[config.mk]
export PLATFORM = sky130hd
export DESIGN_NAME = ms_timer_ctrl
export DESIGN_NICKNAME = d
export VERILOG_FILES = /design/src/rtl/ms_timer_ctrl.sv
export SDC_FILE = /design/constraint.sdc
export NUM_CORES = 1
export LEC_CHECK = 0
export BUFFER_PORTS_ARGS = -buffer_cell sky130_fd_sc_hd__buf_2
export CORE_MARGIN = 3
export CORE_UTILIZATION = 30
export CTS_CLUSTER_DIAMETER = 60
export DETAILED_ROUTE_END_ITERATION = 10
export HOLD_SLACK_MARGIN = 0.06
export PLACE_DENSITY = 0.55
export SLEW_MARGIN = 10
export SYNTH_ARGS = -nofsm -noshare
export SYNTH_HDL_FRONTEND = slang
export SYNTH_SLANG_ARGS = --single-unit
[constraint.sdc]
create_clock -name clk -period 3 [get_ports clk]
set_input_delay 0 -clock clk [delete_from_list [all_inputs] [get_ports clk]]
set_output_delay 0 -clock clk [all_outputs]
set_load 0.02 [all_outputs]
[src/rtl/ms_timer_ctrl.sv]
// Millisecond countdown timer controller driven by the 1 kHz divider tick.
// Handles start/pause/resume/clear/load commands, optional auto-reload, and expiry signalling.
module ms_timer_ctrl #(
  parameter int W = 16
) (
  input  logic         clk,
  input  logic         rst,
  input  logic         tick_ms,
  input  logic         load,
  input  logic [W-1:0] load_val,
  input  logic         auto_reload,
  input  logic         start,
  input  logic         pause,
  input  logic         clear,
  output logic [W-1:0] remaining,
  output logic         busy,
  output logic         running,
  output logic         done,
  output logic         expire
);

  typedef enum logic [1:0] {IDLE, RUN, PAUSE, DONE} state_t;

  state_t       state_reg, state_next;
  logic [W-1:0] preset_reg, preset_next;
  logic [W-1:0] remaining_next;
  logic         tick_d_reg;
  logic         tick_rise;
  logic         expire_next;

  assign tick_rise = tick_ms & ~tick_d_reg;

  always_comb begin
    state_next     = state_reg;
    preset_next    = preset_reg;
    remaining_next = remaining;
    expire_next    = 1'b0;

    if (clear) begin
      state_next     = IDLE;
      remaining_next = preset_reg;
    end else begin
      unique case (state_reg)
        IDLE: begin
          if (load) begin
            preset_next    = load_val;
            remaining_next = load_val;
          end else if (start && remaining != '0) begin
            state_next = RUN;
          end
        end
        RUN: begin
          // The tick is applied regardless of commands; an expiry overrides pause.
          if (tick_rise && remaining != '0) begin
            if (remaining > W'(1)) begin
              remaining_next = remaining - W'(1);
            end else if (auto_reload && preset_reg != '0) begin
              remaining_next = preset_reg;
              expire_next    = 1'b1;
            end else begin
              remaining_next = '0;
              state_next     = DONE;
              expire_next    = 1'b1;
            end
          end
          if (pause && !load && !start && !expire_next) begin
            state_next = PAUSE;
          end
        end
        PAUSE: begin
          if (load) begin
            preset_next    = load_val;
            remaining_next = load_val;
            if (load_val == '0) begin
              state_next = IDLE;
            end
          end else if (start) begin
            state_next = RUN;
          end
        end
        DONE: begin
          if (load) begin
            preset_next    = load_val;
            remaining_next = load_val;
            state_next     = IDLE;
          end else if (start) begin
            remaining_next = preset_reg;
            if (preset_reg != '0) begin
              state_next = RUN;
            end
          end
        end
        default: state_next = IDLE;
      endcase
    end
  end

  // Status flags decode the next state so they move on the same edge as state_reg.
  always_ff @(posedge clk) begin
    if (rst) begin
      state_reg  <= IDLE;
      preset_reg <= '0;
      remaining  <= '0;
      tick_d_reg <= 1'b0;
      busy       <= 1'b0;
      running    <= 1'b0;
      done       <= 1'b0;
      expire     <= 1'b0;
    end else begin
      state_reg  <= state_next;
      preset_reg <= preset_next;
      remaining  <= remaining_next;
      tick_d_reg <= tick_ms;
      busy       <= (state_next == RUN) || (state_next == PAUSE);
      running    <= (state_next == RUN);
      done       <= (state_next == DONE);
      expire     <= expire_next;
    end
  end

endmodule

==> out/results.ini, run 1 <==
[cells_and_area]
fillCellCount = 787
instances_no_fill = 432
stdcell_area_mm2 = 0.00285
final_net_count = 360
area_growth_pct = 25.6
drive_above_1_share_pct = 19.5
diodes = 0

[global_routing]
grt_use_total_pct = 17.6
grt_pass1_vias = 2195
grt_max_degree = 34
grt_pass1_wl_mm = 11.8
gr-total-overflow = 0
gr-usage-met2_pct = 27.4
grt_use_met1_pct = 24.8
top_usage_layer = met2
antenna_found_initial = 0
grt_util_met3_pct = 3.17

[synthesis]
synth_top_area_cell = dfxtp_1
yosysTopAreaCellShare_pct = 34.4
synth_area_leaders = dfxtp_1 (34%), mux2i_1 (7.5%), nor2_1 (6.5%)
async_flop_share_pct = 0
synth_flop_cell = dfxtp_1
synth_seq_cells = 39
netlist_instances = 274
yosysUniqueCellTypes = 47
synth.avg_cell_area_um2 = 8.27
synth_nets = 302
synth_edf_count = 0
ys_warn_count = 0
netlist_area_mm2 = 0.00227
seq_area_frac_synth_pct = 34.4

[floorplanning]
fp-row-count = 31
die_y_um = 92.9
core_mm2 = 0.00729
dieArea_mm2 = 0.00864
start_util_pct = 31.1
io_pins = 44
die_w_um = 92.9

[route]
drt_wl_total_mm = 7.25
initialDrtViolationCount = 177
dr.pass1.iters = 6
drc = 0
via_count = 2311
wl_per_cell_um = 16.8
ant_nets = 0
vias_per_cell = 5.35

[power_and_ir_drop]
powerDensity_mw_per_mm2 = 447
total_power_uw = 1270
p_leak_uw = 0.00114
peakVddDrop_v = 0.000184

[sta]
slew_headroom_pct = 42.3
setup_viol = 0
drv_slew = 0
hold_ws_ps = 220
finalCritPeriodShare_pct = 93.3
fin_skew_ps = 3.87
finalSetupTns_ps = 0
period_minus_slack_ps = 2800
fmax_ghz = 0.357
rsz0062_at_grt = no
timing_hold_violations_final = 0
tightest_slew_ps = 866

[clocking]
clock-sinks = 39
cts_resized = 0
clockBufferDepth = 2
clk_pin_slew_ps = 80
clock_latency_ps = 290
cts_buffers = 5
cts_max_level = 2
cts-root-buf = clkbuf_8
cts_tree = done

[placed_design]
dp_cells = 407
port_buffers = 43
hpwl_mm = 5.25
place_congestion = 0.858
placed_area_mm2 = 0.00260

[status]
outcome = complete, no violations

[min_path]
hold_end = busy
hold_start = rst
hold_depth = 2
hold_path_class = input port to register

[worst_setup_path]
timing.rr.start = remaining[4]
required_ps = 3240
cpMostUsedCell = or4_4
max_stage_delay_ps = 600
critical_path_class = register to register
endpoint_kind = register
cp_max_fo = 8
reg2reg_depth = 6
critical-path-top-delay-family = simple AND/OR/NAND/NOR gates
cp.buffers_inverters = 0
cp-start-kind = register
r2r_slack_ps = 200
crit_arrival_ps = 3030
r2r-end = remaining[11]
crit_chain = or4_1 > or4_4 > or4_4 > nand2_1 > nor3b_2 > a221o_1
crit_slowest_cell = or4_4

[run]
cap_viol_max_count = 0

layout make-up:
| cell class | instances | area (µm²) | share of cell area [%] |
|---|---|---|---|
| clock buffers | 7 | 76.3 | 2.68 |
| clock inverters | 1 | 5.00 | 0.176 |
| multi-input cells | 216 | 1410 | 49.6 |
| well taps | 99 | 124 | 4.35 |
| inverters | 3 | 11.3 | 0.395 |
| repair buffers | 67 | 438 | 15.4 |
| flip-flops and latches | 39 | 781 | 27.4 |
worst max path at each step:
stage          cells after the start  slack (ps)         start            end
2_1_floorplan                      8         240  remaining[4]  remaining[11]
3_3_place_gp                       6         270  remaining[4]   remaining[7]
3_5_place_dp                       6         220  remaining[4]   remaining[7]
4_1_cts                            6         220  remaining[4]   remaining[7]
5_1_grt                            6         110  remaining[4]   remaining[7]
6_report                           6         200  remaining[4]  remaining[11]
stage by stage:
| step | setup slack [ps] | util (%) |
|---|---|---|
| 6_report | 202 | 39.1 |
| 4_1_cts | 215 | 39.1 |
| 2_1_floorplan | 241 | - |
| 3_5_place_dp | 223 | 35.6 |
| 5_1_grt | 106 | 39.1 |
| 3_3_place_gp | 268 | 35.6 |
cell usage in the layout (no fill, tap or decap), drive strengths merged, types with 7 or more instances in the layout:
cell,netlist,routed
dlygate4sd3,0,17
buf,3,50
mux2i,17,17
xnor2,8,8
nor2b,9,9
nor4,12,12
a21oi,10,10
nand2,11,11
o21ai,20,20
clkbuf,13,7
nor3,9,9
dfxtp,39,39
nor2,39,39
cell usage after synthesis (2+ instances only):
library cell / number
dfxtp_1: 39
nor2_1: 39
o21ai_0: 20
mux2i_1: 17
clkbuf_1: 13
nor4_1: 12
nand2_1: 11
a21oi_1: 9
nor2b_1: 9
nor3_1: 9
xnor2_1: 8
a211oi_1: 6
o211ai_1: 6
a22oi_1: 5
o31ai_1: 5
or3_1: 5
ha_1: 4
nand2b_1: 4
nand3_1: 4
or4_1: 4
xor2_1: 4
a221o_1: 3
a2bb2oi_1: 3
and2_1: 3
inv_1: 3
nor4b_1: 3
a221oi_1: 2
and3_1: 2
buf_2: 2
or2_2: 2
or4_4: 2
logic make-up (layout without fill, tap and decap cells):
logic type               count (synthesis)  after routing  synth area share (%)
multiplexers                            18             18                  8.00
AO/OA/AOI/OAI                           69             69                  21.0
XOR/XNOR                                12             12                  4.64
adder cells (fa/ha/maj)                  4              4                  2.21
flip-flops                              39             39                  34.4
buffers and inverters                   19             78                  3.26
AND/OR/NAND/NOR                        113            113                  26.4
metal layers:
metal  up-vias  part of all wire [%]
li1       1126                     -
met1      1084                    46
met2        94                    44
met3         7                   8.1
met4         0                   1.3
met5         -                     0
what timing repair did:
action                                  in CTS  in global routing
buffers inserted                             0                  0
endpoints found under the setup margin       0                  0
hold buffers                                17                  0
hold endpoints to repair                    21                  0
report_power, final:
part | switching (µW) | internal [µW]
Clock | 184 | 163
Sequential | 39.3 | 547
Combinational | 192 | 148
Total | 415 | 859
worst reg2reg max path, stage by stage (launching register included):
cell     delay [ps]
dfxtp_1         370
or4_1           580
or4_4           580
or4_4           600
nand2_1         120
nor3b_2         290
a221o_1         210
(Power assumes the default switching activity.)
==> run 2: changes to the inputs <==
CORE_ASPECT_RATIO = 1.1   (was not set)
==> run 2 against run 1 <==
Register-to-register slack improved by 50 ps. Sequential power about the same. Sequential share of layout area down 0.50 points. Total power grew 1.2%. First-iteration DRC count shrank 24%. Via count down 1.4%. Clock power increased by 4%. Worst setup slack gained 47 ps. Die area about the same. Highest routed layer unchanged.
==> out/results.ini, run 2 (synthesis results as in run 1) <==
[cells_and_area]
layout.cells.most_common_list = buf_2 (43), nor2_1 (39), dfxtp_1 (39)
drive_above_1_share_pct = 19.5
final_net_count = 366
final_common_cell = buf_2
instances_no_fill = 424
diodes = 0
area_growth_pct = 27.9
fin_util_pct = 40.5

[placed_design]
place_congestion = 0.891
hpwl_mm = 5.35
dp_cells = 392
post-place-ws_ps = 266
port_buffers = 43

[clocking]
clk_pin_slew_ps = 80
cts_tree = done
clock_latency_ps = 300
clock-sinks = 39
cts_resized = 0
cts_max_level = 2
cts_buffers = 5
cts-root-buf = clkbuf_8
clockBufferDepth = 2

[sta]
tightest_slew_ps = 813
fmax_ghz = 0.363
hold_ws_ps = 231
fin_skew_ps = 7.47
drv_slew = 0
setup_viol = 0
fin_ws_ps = 249
timing_hold_violations_final = 0
period_minus_slack_ps = 2750
finalSetupTns_ps = 0
finalCritPeriodShare_pct = 91.7
slew_headroom_pct = 45.6
rsz0062_at_grt = no

[floorplanning]
core_mm2 = 0.00717
start_util_pct = 31.6
die_y_um = 97.2
io_pins = 44
dieArea_mm2 = 0.00864
die_w_um = 88.9
fp-row-count = 32

[worst_setup_path]
critical_path_class = register to register
cp-start-kind = register
max_stage_delay_ps = 600
r2r-end = remaining[8]
endpoint_kind = register
crit_chain = or4_1 > or4_4 > or4_4 > a21oi_4 > a22oi_1 > a21oi_1
timing.rr.start = remaining[11]
r2r_slack_ps = 250
cpMostUsedCell = or4_4
crit_arrival_ps = 2990
crit_slowest_cell = or4_1
required_ps = 3240
reg2reg_depth = 6
cp_max_fo = 8

[route]
drc = 0
via_count = 2278
wl_per_cell_um = 16.9
vias_per_cell = 5.37
drt_wl_total_mm = 7.18
ant_nets = 0
dr.pass1.iters = 4
initialDrtViolationCount = 134

[power_and_ir_drop]
powerDensity_mw_per_mm2 = 445
p_leak_uw = 0.00117
peakVddDrop_v = 0.000160

[global_routing]
antenna_found_initial = 0
grt_max_degree = 19
gr-total-overflow = 0
grt_pass1_wl_mm = 11.5
grt_pass1_vias = 2171
grt_use_total_pct = 17.1

[min_path]
hold_end = remaining[14]
hold_depth = 4
hold_path_class = input port to register
hold_start = auto_reload

[status]
outcome = complete, no violations

[run]
cap_viol_max_count = 0

[run 2: routing by layer]
layer,track usage (%),routed length (µm),up-vias
met5,0,0,-
met4,5.35,121,0
met3,2.80,332,11
met2,27.3,3450,59
met1,23.2,3280,1063
li1,-,-,1145
[run 2: area by class of cell]
| cell class | instances | area (µm²) |
|---|---|---|
| Fill cell | 748 | 4270 |
| Multi-Input combinational cell | 216 | 1410 |
| Sequential cell | 39 | 781 |
| Timing Repair Buffer | 73 | 500 |
| Tap cell | 85 | 106 |
| Clock buffer | 5 | 68.8 |
| Clock inverter | 3 | 20.0 |
| Inverter | 3 | 11.3 |
[run 2: stage by stage]
| step | total power (µW) | area, µm² |
|---|---|---|
| after floorplan | 808 | 2270 |
| after global placement | 913 | 2570 |
| after detailed placement | 913 | 2570 |
| after CTS | 1300 | 2900 |
| after global routing | 1360 | 2900 |
| final | 1290 | 2900 |
[run 2: worst max-delay path: cells and delay by family, from the launching register on]
kind            cells  cell delay (ps)
flops               1              380
simple gates        3             1750
compound gates      3              560
[run 2: how the worst max path moves through the flow]
| stage | from | endpoint | slack, ps | cells past startpoint |
|---|---|---|---|---|
| 6_report | remaining[11] | remaining[8] | 250 | 6 |
| 5_1_grt | remaining[4] | busy | 50 | 9 |
| 4_1_cts | remaining[11] | remaining[8] | 250 | 6 |
| 3_5_place_dp | remaining[4] | remaining[8] | 270 | 6 |
| 3_3_place_gp | remaining[4] | remaining[8] | 310 | 6 |
| 2_1_floorplan | remaining[4] | remaining[11] | 240 | 8 |
[run 2: power by group]
| group | total [µW] | internal [µW] | switching [µW] |
|---|---|---|---|
| Sequential | 587 | 547 | 40.0 |
| Combinational | 340 | 152 | 188 |
| Clock | 363 | 162 | 201 |
[run 2: what timing repair did]
item,CTS,global route
setup endpoints to repair,0,0
hold endpoints to repair,25,0
hold buffers,24,0
setup buffers,0,0
==> run 3: changes to the inputs <==
CORE_UTILIZATION = 45   (was 30)
PLACE_DENSITY = 0.73   (was 0.55)
==> run 3 against run 2 <==
First-iteration DRC count increased by 78%. Critical path type unchanged. Total power increased by 6.8%. Global-route usage increased by 6.5 points. Routed wire length decreased by 7.8%. Flip-flop and latch count unchanged. Utilization increased by 19 points. Hold slack got worse by 21 ps. Clock-buffer cell count increased by 1. Via count increased by 3.9%. Maximum frequency decreased by 1.2%. Non-clock buffer count decreased by 7. Clock power increased by 26%.
==> out/results.ini, run 3 (synthesis results as in run 1) <==
[floorplanning]
dieArea_mm2 = 0.00593
start_util_pct = 47.7
die_w_um = 73.7
die_y_um = 80.4
io_pins = 44
fp-row-count = 26
core_mm2 = 0.00475

[sta]
drv_slew = 0
fmax_ghz = 0.359
hold_ws_ps = 210
period_minus_slack_ps = 2790
slew_headroom_pct = 34.8
fin_ws_ps = 214
tightest_slew_ps = 975
fin_skew_ps = 6.31
finalSetupTns_ps = 0
finalCritPeriodShare_pct = 92.9
rsz0062_at_grt = no
timing_hold_violations_final = 0
setup_viol = 0

[route]
ant_nets = 0
initialDrtViolationCount = 238
m1WireLength_mm = 2.92
route.met3.wl_um = 479
wl_per_cell_um = 17.1
via_count = 2367
maxUsedRoutingLayer = met4
dr.pass1.iters = 7
wl_met2_mm = 3.01
drc = 0
drt_wl_total_mm = 6.62
vias_per_cell = 6.10

[cells_and_area]
fillCellCount = 436
diodes = 0
area_growth_pct = 24.5
layout.cells.most_common_list = buf_2 (43), nor2_1 (39), dfxtp_1 (39)
fin_util_pct = 59.4
final_common_cell = buf_2
final_net_count = 359
drive_above_1_share_pct = 19.9

[worst_setup_path]
crit_chain = or4_1 > or4_4 > o31ai_1 > buf_4 > a211oi_1 > o21ai_0
critical_path_class = register to register
cp.buffers_inverters = 1
required_ps = 3210
cp_max_fo = 9
critical-path-top-delay-family = simple AND/OR/NAND/NOR gates
crit_slowest_cell = o31ai_1
cp-start-kind = register
crit_path_start = remaining[4]
max_stage_delay_ps = 640
timing.rr.start = remaining[4]
endpoint_kind = register
crit_arrival_ps = 3000

[placed_design]
hpwl_mm = 4.90
port_buffers = 43
place_congestion = 0.935
post-place-ws_ps = 251

[min_path]
hold_start = rst
hold_path_class = input port to register

[status]
outcome = complete, no violations

[power_and_ir_drop]
powerDensity_mw_per_mm2 = 488
peakVddDrop_v = 0.000292
p_leak_uw = 0.00115

[clocking]
clock-sinks = 39
clockBufferDepth = 2
cts_tree = done
post-cts-setup-buffers = 0
cts-root-buf = clkbuf_8
clock_latency_ps = 290
cts_buffers = 5
cts_max_level = 2
clk_pin_slew_ps = 80

[global_routing]
gr-total-overflow = 0
grt_pass1_vias = 2205
grt_use_total_pct = 23.6
antenna_found_initial = 0
grt_pass1_wl_mm = 10.9
grt_max_degree = 34

[run]
cap_viol_max_count = 0

## run 3: cell types whose count changed in the layout (fill, tap and decap cells not counted)
cell / previous run / this run
clkinvlp_4: 2 / 0
clkbuf_8: 5 / 6
dlygate4sd3_1: 24 / 17
bufinv_16: 0 / 1
## run 3: final cells by class
cell class	count	area, µm²	area share (%)
multi-input combinational	216	1410	50.0
sequential	39	781	27.7
timing repair buffer	66	430	15.2
clock buffer	6	82.6	2.93
tap	56	70.1	2.48
clock inverter	2	35.0	1.24
inverter	3	11.3	0.399
## run 3: layer usage
| metal | global-route usage [%] | vias up |
|---|---|---|
| li1 | - | 1127 |
| met5 | 0 | - |
| met1 | 32.2 | 1112 |
| met2 | 36.3 | 108 |
| met4 | 9.42 | 0 |
| met3 | 3.88 | 20 |
## run 3: repair_timing
item	in CTS	in global routing
resized for setup	0	0
hold buffers	17	0
hold endpoints to repair	21	0
## run 3: path summary, 6_finish.rpt
check	slack (ps)	cells past startpoint	endpoint
max	210	6	remaining[6]
min	210	2	busy
max reg2reg	210	6	remaining[6]
min reg2reg	530	2	remaining[3]
## run 3: power breakdown
group | leakage [µW] | total, µW | switching, µW | internal, µW
registers | 0.000320 | 587 | 40.3 | 547
logic | 0.000770 | 331 | 184 | 147
clock network | 0.0000612 | 459 | 190 | 269
## run 3: stage by stage
stage	total power [µW]	cells	area [µm²]
after floorplan	808	274	2270
after global placement	904	363	2530
after detailed placement	907	363	2530
after CTS	1380	388	2820
after global routing	1450	388	2820
final	1380	388	2820
